<file path="src/rtl/mbox_pkg.sv">
// mbox_pkg: shared state/requester types and word-count decode for the MBOX core-memory arbiter
package mbox_pkg;

    typedef enum logic [2:0] {
        S_IDLE,
        S_START,
        S_WAIT_ACK,
        S_WAIT_DATA,
        S_NXM,
        S_DONE
    } mbox_arb_state_t;

    typedef enum logic [1:0] {
        CHAN,
        WB,
        EBOX
    } mbox_req_t;

    // A requester word count of 0 means a full four-word transfer.
    function automatic logic [2:0] nwords_to_wc(input logic [1:0] nwords);
        return nwords == 2'd0 ? 3'd4 : {1'b0, nwords};
    endfunction

endpackage

</file>
<file path="src/rtl/mbox_arb_prio.sv">
// mbox_arb_prio: requester priority pick (channel > writeback > EBOX) with optional EBOX starvation promotion
//   Optional feature: MBOX_ARB_STARVE_EN enables the EBOX lost-arbitration counter.
//   clk_i, rst_i : clock and asynchronous active-high reset (used only by the starvation counter)
//   arb_i        : an arbitration is taken this cycle
//   *_req_i      : requests from channel, writeback and EBOX
//   win_o        : the winning requester
module mbox_arb_prio
    import mbox_pkg::*;
#(
    parameter int STARVE_LIMIT = 4
) (
    input  logic      clk_i,
    input  logic      rst_i,
    input  logic      arb_i,
    input  logic      chan_req_i,
    input  logic      wb_req_i,
    input  logic      ebox_req_i,
    output mbox_req_t win_o
);

`ifdef MBOX_ARB_STARVE_EN
    localparam int CW = $clog2(STARVE_LIMIT + 1);
    localparam logic [CW-1:0] LIM = CW'(STARVE_LIMIT);

    logic [CW-1:0] lost_q, lost_d;

    assign win_o  = ebox_req_i && lost_q >= LIM ? EBOX : chan_req_i ? CHAN : wb_req_i ? WB : EBOX;
    // Once at the limit EBOX wins, so the counter can never step past it.
    assign lost_d = !arb_i ? lost_q : win_o == EBOX ? '0 : ebox_req_i ? lost_q + CW'(1) : lost_q;

    always_ff @(posedge clk_i or posedge rst_i) begin
        if (rst_i) lost_q <= '0;
        else       lost_q <= lost_d;
    end
`else
    logic unused_ok;

    assign win_o     = chan_req_i ? CHAN : wb_req_i ? WB : EBOX;
    assign unused_ok = clk_i ^ rst_i ^ arb_i ^ (STARVE_LIMIT > 0);
`endif

endmodule

</file>
<file path="src/rtl/mbox_core_arb.sv">
// mbox_core_arb: MBOX core-memory port arbiter and cycle sequencer with NXM recovery
//   Optional feature: MBOX_ARB_STARVE_EN (EBOX starvation promotion, see mbox_arb_prio).
//   clk_mbx_h, mr_reset_h            : clock, asynchronous active-high reset
//   *_req_h, *_wr_h, *_nwords_h      : requester inputs (writeback is always a write)
//   grant_*_h                        : one-hot grant, held START through DONE
//   mem_start_h, mem_rd_rq_h, mem_wr_rq_h, mem_ackn_h, mem_data_val_h, mem_adr_par_err_h : memory port
//   core_busy_h, data_val_h, cyc_done_h, nxm_any_h : cycle status to requesters
//   nxm_err_chan_h, nxm_err_ebox_h, adr_par_err_h, err_clr_h : sticky error flags and their clear
module mbox_core_arb
    import mbox_pkg::*;
#(
    parameter int NXM_TIMEOUT  = 32,
    parameter int STARVE_LIMIT = 4
) (
    input  logic       clk_mbx_h,
    input  logic       mr_reset_h,
    input  logic       chan_req_h,
    input  logic       wb_req_h,
    input  logic       ebox_req_h,
    input  logic       chan_wr_h,
    input  logic       ebox_wr_h,
    input  logic [1:0] chan_nwords_h,
    input  logic [1:0] wb_nwords_h,
    input  logic [1:0] ebox_nwords_h,
    output logic       grant_chan_h,
    output logic       grant_wb_h,
    output logic       grant_ebox_h,
    output logic       mem_start_h,
    output logic       mem_rd_rq_h,
    output logic       mem_wr_rq_h,
    input  logic       mem_ackn_h,
    input  logic       mem_data_val_h,
    input  logic       mem_adr_par_err_h,
    output logic       core_busy_h,
    output logic       data_val_h,
    output logic       cyc_done_h,
    output logic       nxm_any_h,
    output logic       nxm_err_chan_h,
    output logic       nxm_err_ebox_h,
    output logic       adr_par_err_h,
    input  logic       err_clr_h
);

    localparam int TW = $clog2(NXM_TIMEOUT + 1);
    localparam logic [TW:0] TMO = (TW + 1)'(NXM_TIMEOUT);

    mbox_arb_state_t state_q, state_d;
    mbox_req_t       req_q, req_d, win;
    logic            wr_q, wr_d;
    logic [2:0]      wc_q, wc_d, cnt_q, cnt_d;
    logic [TW-1:0]   tmr_q, tmr_d, tmr_sat;
    logic [TW:0]     tmr_nxt;
    logic            nxm_chan_q, nxm_chan_d, nxm_ebox_q, nxm_ebox_d, par_q, par_d;
    logic            any_req, ack_evt, dv_evt, syn_dv, last, tmo;

    assign any_req = chan_req_h | wb_req_h | ebox_req_h;

    mbox_arb_prio #(.STARVE_LIMIT(STARVE_LIMIT)) u_prio (
        .clk_i      (clk_mbx_h),
        .rst_i      (mr_reset_h),
        .arb_i      (state_q == S_IDLE && any_req),
        .chan_req_i (chan_req_h),
        .wb_req_i   (wb_req_h),
        .ebox_req_i (ebox_req_h),
        .win_o      (win)
    );

    assign ack_evt = (state_q == S_START || state_q == S_WAIT_ACK) && mem_ackn_h;
    assign dv_evt  = !wr_q && mem_data_val_h && (state_q == S_WAIT_DATA || ack_evt);
    // Synthesized words come from state alone, so they are free of input paths.
    assign syn_dv  = state_q == S_NXM && !wr_q && cnt_q < wc_q;
    assign last    = cnt_q + 3'd1 == wc_q;
    // The cycle holding START, ACKN or a data word counts as the first of the timeout window.
    assign tmr_nxt = (state_q == S_START || ack_evt || dv_evt ? '0 : {1'b0, tmr_q}) + (TW + 1)'(1);
    assign tmo     = tmr_nxt >= TMO;
    assign tmr_sat = tmo ? TMO[TW-1:0] : tmr_nxt[TW-1:0];

    always_comb begin
        state_d = state_q;
        req_d   = req_q;
        wr_d    = wr_q;
        wc_d    = wc_q;
        cnt_d   = dv_evt || syn_dv ? cnt_q + 3'd1 : cnt_q;
        tmr_d   = '0;
        case (state_q)
            S_IDLE: if (any_req) begin
                state_d = S_START;
                req_d   = win;
                wr_d    = win == CHAN ? chan_wr_h : win == WB ? 1'b1 : ebox_wr_h;
                wc_d    = nwords_to_wc(win == CHAN ? chan_nwords_h : win == WB ? wb_nwords_h : ebox_nwords_h);
                cnt_d   = '0;
            end
            S_START, S_WAIT_ACK: begin
                tmr_d   = tmr_sat;
                state_d = ack_evt ? (wr_q || (dv_evt && last) ? S_DONE : S_WAIT_DATA)
                                  : tmo ? S_NXM : S_WAIT_ACK;
            end
            S_WAIT_DATA: begin
                tmr_d   = tmr_sat;
                state_d = dv_evt ? (last ? S_DONE : S_WAIT_DATA) : tmo ? S_NXM : S_WAIT_DATA;
            end
            S_NXM:   state_d = syn_dv && !last ? S_NXM : S_DONE;
            default: state_d = S_IDLE;
        endcase
    end

    // A new error always wins over a clear in the same cycle.
    assign nxm_chan_d = (state_q == S_NXM && req_q == CHAN) || (nxm_chan_q && !err_clr_h);
    assign nxm_ebox_d = (state_q == S_NXM && req_q != CHAN) || (nxm_ebox_q && !err_clr_h);
    assign par_d      = (ack_evt && mem_adr_par_err_h) || (par_q && !err_clr_h);

    always_ff @(posedge clk_mbx_h or posedge mr_reset_h) begin
        if (mr_reset_h) begin
            state_q    <= S_IDLE;
            req_q      <= CHAN;
            wr_q       <= 1'b0;
            wc_q       <= '0;
            cnt_q      <= '0;
            tmr_q      <= '0;
            nxm_chan_q <= 1'b0;
            nxm_ebox_q <= 1'b0;
            par_q      <= 1'b0;
        end else begin
            state_q    <= state_d;
            req_q      <= req_d;
            wr_q       <= wr_d;
            wc_q       <= wc_d;
            cnt_q      <= cnt_d;
            tmr_q      <= tmr_d;
            nxm_chan_q <= nxm_chan_d;
            nxm_ebox_q <= nxm_ebox_d;
            par_q      <= par_d;
        end
    end

    assign core_busy_h    = state_q != S_IDLE;
    assign grant_chan_h   = core_busy_h && req_q == CHAN;
    assign grant_wb_h     = core_busy_h && req_q == WB;
    assign grant_ebox_h   = core_busy_h && req_q == EBOX;
    assign mem_start_h    = state_q == S_START;
    assign mem_rd_rq_h    = core_busy_h && !wr_q;
    assign mem_wr_rq_h    = core_busy_h && wr_q;
    assign data_val_h     = dv_evt || syn_dv;
    assign cyc_done_h     = state_q == S_DONE;
    assign nxm_any_h      = state_q == S_NXM;
    assign nxm_err_chan_h = nxm_chan_q;
    assign nxm_err_ebox_h = nxm_ebox_q;
    assign adr_par_err_h  = par_q;

endmodule

</file>
<file path="config.mk">
export PLATFORM = sky130hd
export DESIGN_NAME = mbox_core_arb
export DESIGN_NICKNAME = d
export VERILOG_FILES = /design/src/rtl/mbox_pkg.sv /design/src/rtl/mbox_arb_prio.sv /design/src/rtl/mbox_core_arb.sv
export SDC_FILE = /design/constraint.sdc
export NUM_CORES = 1
export LEC_CHECK = 0
export ABC_AREA = 0
export ABC_CLOCK_PERIOD_IN_PS = 4370
export BUFFER_PORTS_ARGS = -buffer_cell sky130_fd_sc_hd__buf_2
export CELL_PAD_IN_SITES_DETAIL_PLACEMENT = 1
export CELL_PAD_IN_SITES_GLOBAL_PLACEMENT = 2
export CORE_MARGIN = 2
export CORE_UTILIZATION = 30
export DETAILED_ROUTE_END_ITERATION = 8
export PLACE_DENSITY_LB_ADDON = 0.2
export SLEW_MARGIN = 0
export SYNTH_ARGS = -nofsm -noshare
export SYNTH_HDL_FRONTEND = slang
export SYNTH_SLANG_ARGS = --single-unit
</file>
<file path="constraint.sdc">
create_clock -name clk_mbx_h -period 4.37 [get_ports clk_mbx_h]
set_clock_uncertainty 0.15 [all_clocks]
set_input_delay 0.2185 -clock clk_mbx_h [delete_from_list [all_inputs] [get_ports clk_mbx_h]]
set_output_delay 0.2185 -clock clk_mbx_h [all_outputs]
set_load 0.02 [all_outputs]
</file>
==> results.py <==
metrics = {
    "outcome": {
        "status": "finished clean",
    },
    "synth": {
        "synth_cells": 143,
        "synthFlopType": "dfrtp_1",
        "synth_cell_types": 39,
        "post-synth-top-count-cell": "dfrtp_1",
        "synth_top_cell_by_area": "dfrtp_1",
        "syn_area_um2": 1300,
        "synth-async-reset-ratio_pct": 100,
        "ys_warn_count": 0,
        "yosysTopAreaCellShare_pct": 40.5,
        "ys_ff_latch": 21,
        "syn_nets": 165,
        "avgSynthCellArea_um2": 9.08,
        "synth_edf_count": 0,
        "synth_top_cells_by_count": "21 x dfrtp_1, 18 x nor2_1, 13 x inv_1, 10 x nand2_1, 8 x o21ai_0",
        "synthTopCellsByArea": "dfrtp_1 40%, nor2_1 5.2%, ha_1 4.8%",
        "yosysSeqAreaShare_pct": 40.5,
    },
    "cells_and_area": {
        "final_nets": 194,
        "ff_latch_area_um2": 526,
        "drive_gt1_share_pct": 21.6,
        "multi_input_area_um2": 693,
        "area_delta_synth_final_pct": 18.1,
        "final.fill_count": 510,
        "diodes": 0,
    },
    "global_routing": {
        "globalRoute.totalOverflow": 0,
        "grt_pass1_vias": 1160,
        "use_met1_pct": 17.2,
        "grt_use_met3_pct": 2.76,
        "grt_pass1_wl_um": 5450,
        "grt.met2_usage_pct": 24.6,
        "antenna_found_initial": 0,
        "grt_max_degree": 22,
        "grt_use_total_pct": 14.0,
        "top_usage_layer": "met2",
    },
    "worst_setup_path": {
        "critPathSlowestCell": "dfrtp_1",
        "cp_num_buf_inv": 0,
        "arrival_ns": 3.21,
        "cp_top_family": "simple AND/OR/NAND/NOR gates",
        "critPathLaunchType": "flip-flop",
        "critPathRequiredTime_ns": 4.41,
        "cp_max_fo": 10,
        "cp_slowest_stage_delay_ns": 0.56,
        "end_kind": "flip-flop",
        "path_cells": "a21oi_1 -> a311oi_4 -> and2b_1 -> ha_1 -> nor4_1 -> nor3_2 -> or3_1 -> a211oi_2",
        "path_class": "flip-flop to flip-flop",
    },
    "clock_tree": {
        "htree_num_levels": 1,
        "cts_setup_buffers": 0,
        "clk_pin_slew_ns": 0.09,
        "ctsHoldBuffers": 1,
        "numCtsBuffers": 3,
        "clock_sinks": 21,
        "post_cts_resized": 0,
        "cts_tree": "yes",
        "root_buffer": "clkbuf_8",
        "clock_path_buffers": 2,
        "clk_latency_ns": 0.27,
    },
    "drt": {
        "num_vias": 1094,
        "drc": 0,
        "post_drt_wl_per_cell_um": 14.2,
        "firstDrtPassIters": 4,
        "drt-initial-drc-count": 25,
        "ant_nets": 0,
        "drt-total-wl_um": 3140,
        "vias_per_cell": 4.95,
    },
    "power": {
        "total_power_mw": 1.02,
        "p_leak_nw": 0.767,
        "power_density_nw_per_um2": 667,
        "peakVddDrop_mv": 0.213,
    },
    "timing": {
        "drv_slew": 0,
        "worstMarginPinSlew_ns": 0.915,
        "layout_setup_ws_ns": 1.20,
        "min_period_over_period_pct": 72.6,
        "rsz0062_at_grt": "no",
        "setup_viol": 0,
        "finalSetupTns_ns": 0,
        "relSlewSlack_pct": 38.6,
        "whs_ns": 0.0125,
        "fmax_mhz": 315,
        "hold_viol_final": 0,
        "period_needed_ns": 3.17,
    },
    "die": {
        "fp.dieW_um": 69.8,
        "rows": 23,
        "start_util_pct": 31.8,
        "core-area_um2": 4090,
        "die_area_um2": 4870,
        "ios": 30,
        "dieHeight_um": 69.8,
    },
    "placement": {
        "gp_congestion": 0.735,
        "portBuffers": 29,
        "preCtsSetupSlack_ns": 1.21,
        "place_hpwl_um": 2470,
    },
    "hold_path": {
        "worst_hold_path_type": "input pin to flip-flop",
    },
    "flow_run": {
        "maxCapViolCount": 0,
    },
}
area by class of cell:
cell class              instances  share of cell area [%]
inverters                      13                    3.18
clock buffers                   3                    2.69
clock inverters                 1                   0.489
multi-input cells             103                    45.2
repair buffers                 30                    10.1
flip-flops and latches         21                    34.3
well taps                      50                    4.08
per-stage QoR:
step | area, um^2 | std cells | utilization [%]
2_1_floorplan | 1300 | 143 | -
3_3_place_gp | 1480 | 216 | 36.1
3_5_place_dp | 1480 | 216 | 36.1
4_1_cts | 1530 | 221 | 37.5
5_1_grt | 1530 | 221 | 37.5
6_report | 1530 | 221 | 37.5
worst paths after layout:
check | start | endpoint | slack [ns] | depth (start not counted)
min reg2reg | nxm_err_ebox_h | nxm_err_ebox_h | 0.35 | 1
max reg2reg | state_q[1] | state_q[1] | 1.20 | 8
min | mem_adr_par_err_h | adr_par_err_h | 0.01 | 2
max | state_q[1] | state_q[1] | 1.20 | 8
max in group asynchronous | mr_reset_h | wc_q[2] | 3.01 | 3
min in group asynchronous | mr_reset_h | req_q[0] | 0.52 | 3
cells by family after synthesis:
group	synth area share [%]
compound gates	14.7
xor+xnor	5.78
fa+ha+maj	5.59
buf+inv	6.17
flops	40.5
mux	2.31
simple gates	25.0
flip-flops by register name, indices dropped and copies added, names as in the netlist:
register        count
req_q               2
cnt_q               3
adr_par_err_h       1
nxm_err_ebox_h      1
nxm_err_chan_h      1
state_q             3
wr_q                1
wc_q                3
tmr_q               6
where the power goes:
part           leakage [nW]  internal (mW)  switching (mW)
combinational         0.475          0.229           0.305
clock                0.0217         0.0645          0.0715
sequential            0.270          0.265          0.0895
worst register-to-register path: stages, from the launching register on:
cell and delay [ns]:
dfrtp_1 0.56, a21oi_1 0.16, a311oi_4 0.43, and2b_1 0.26, ha_1 0.24, nor4_1 0.44, nor3_2 0.13, or3_1 0.48
a211oi_2 0.24
routing by layer:
metal,wire length (um),vias up
li1,-,545
met1,1410,531
met2,1600,16
met3,108,2
met4,22,0
met5,0,-
cells in the final DEF, fill, tap and decap left out, drive strengths merged, types with 2 or more instances in the layout:
cell,n
a21oi,7
a22o,2
a31oi,2
and2,2
and2b,3
buf,29
clkbuf,3
dfrtp,21
ha,5
inv,13
mux2i,3
nand2,10
nand3,5
nor2,18
nor2b,2
nor3,5
nor3b,5
o21ai,8
or3,4
xnor2,3
xor2,3
(Power assumes the default switching activity.)
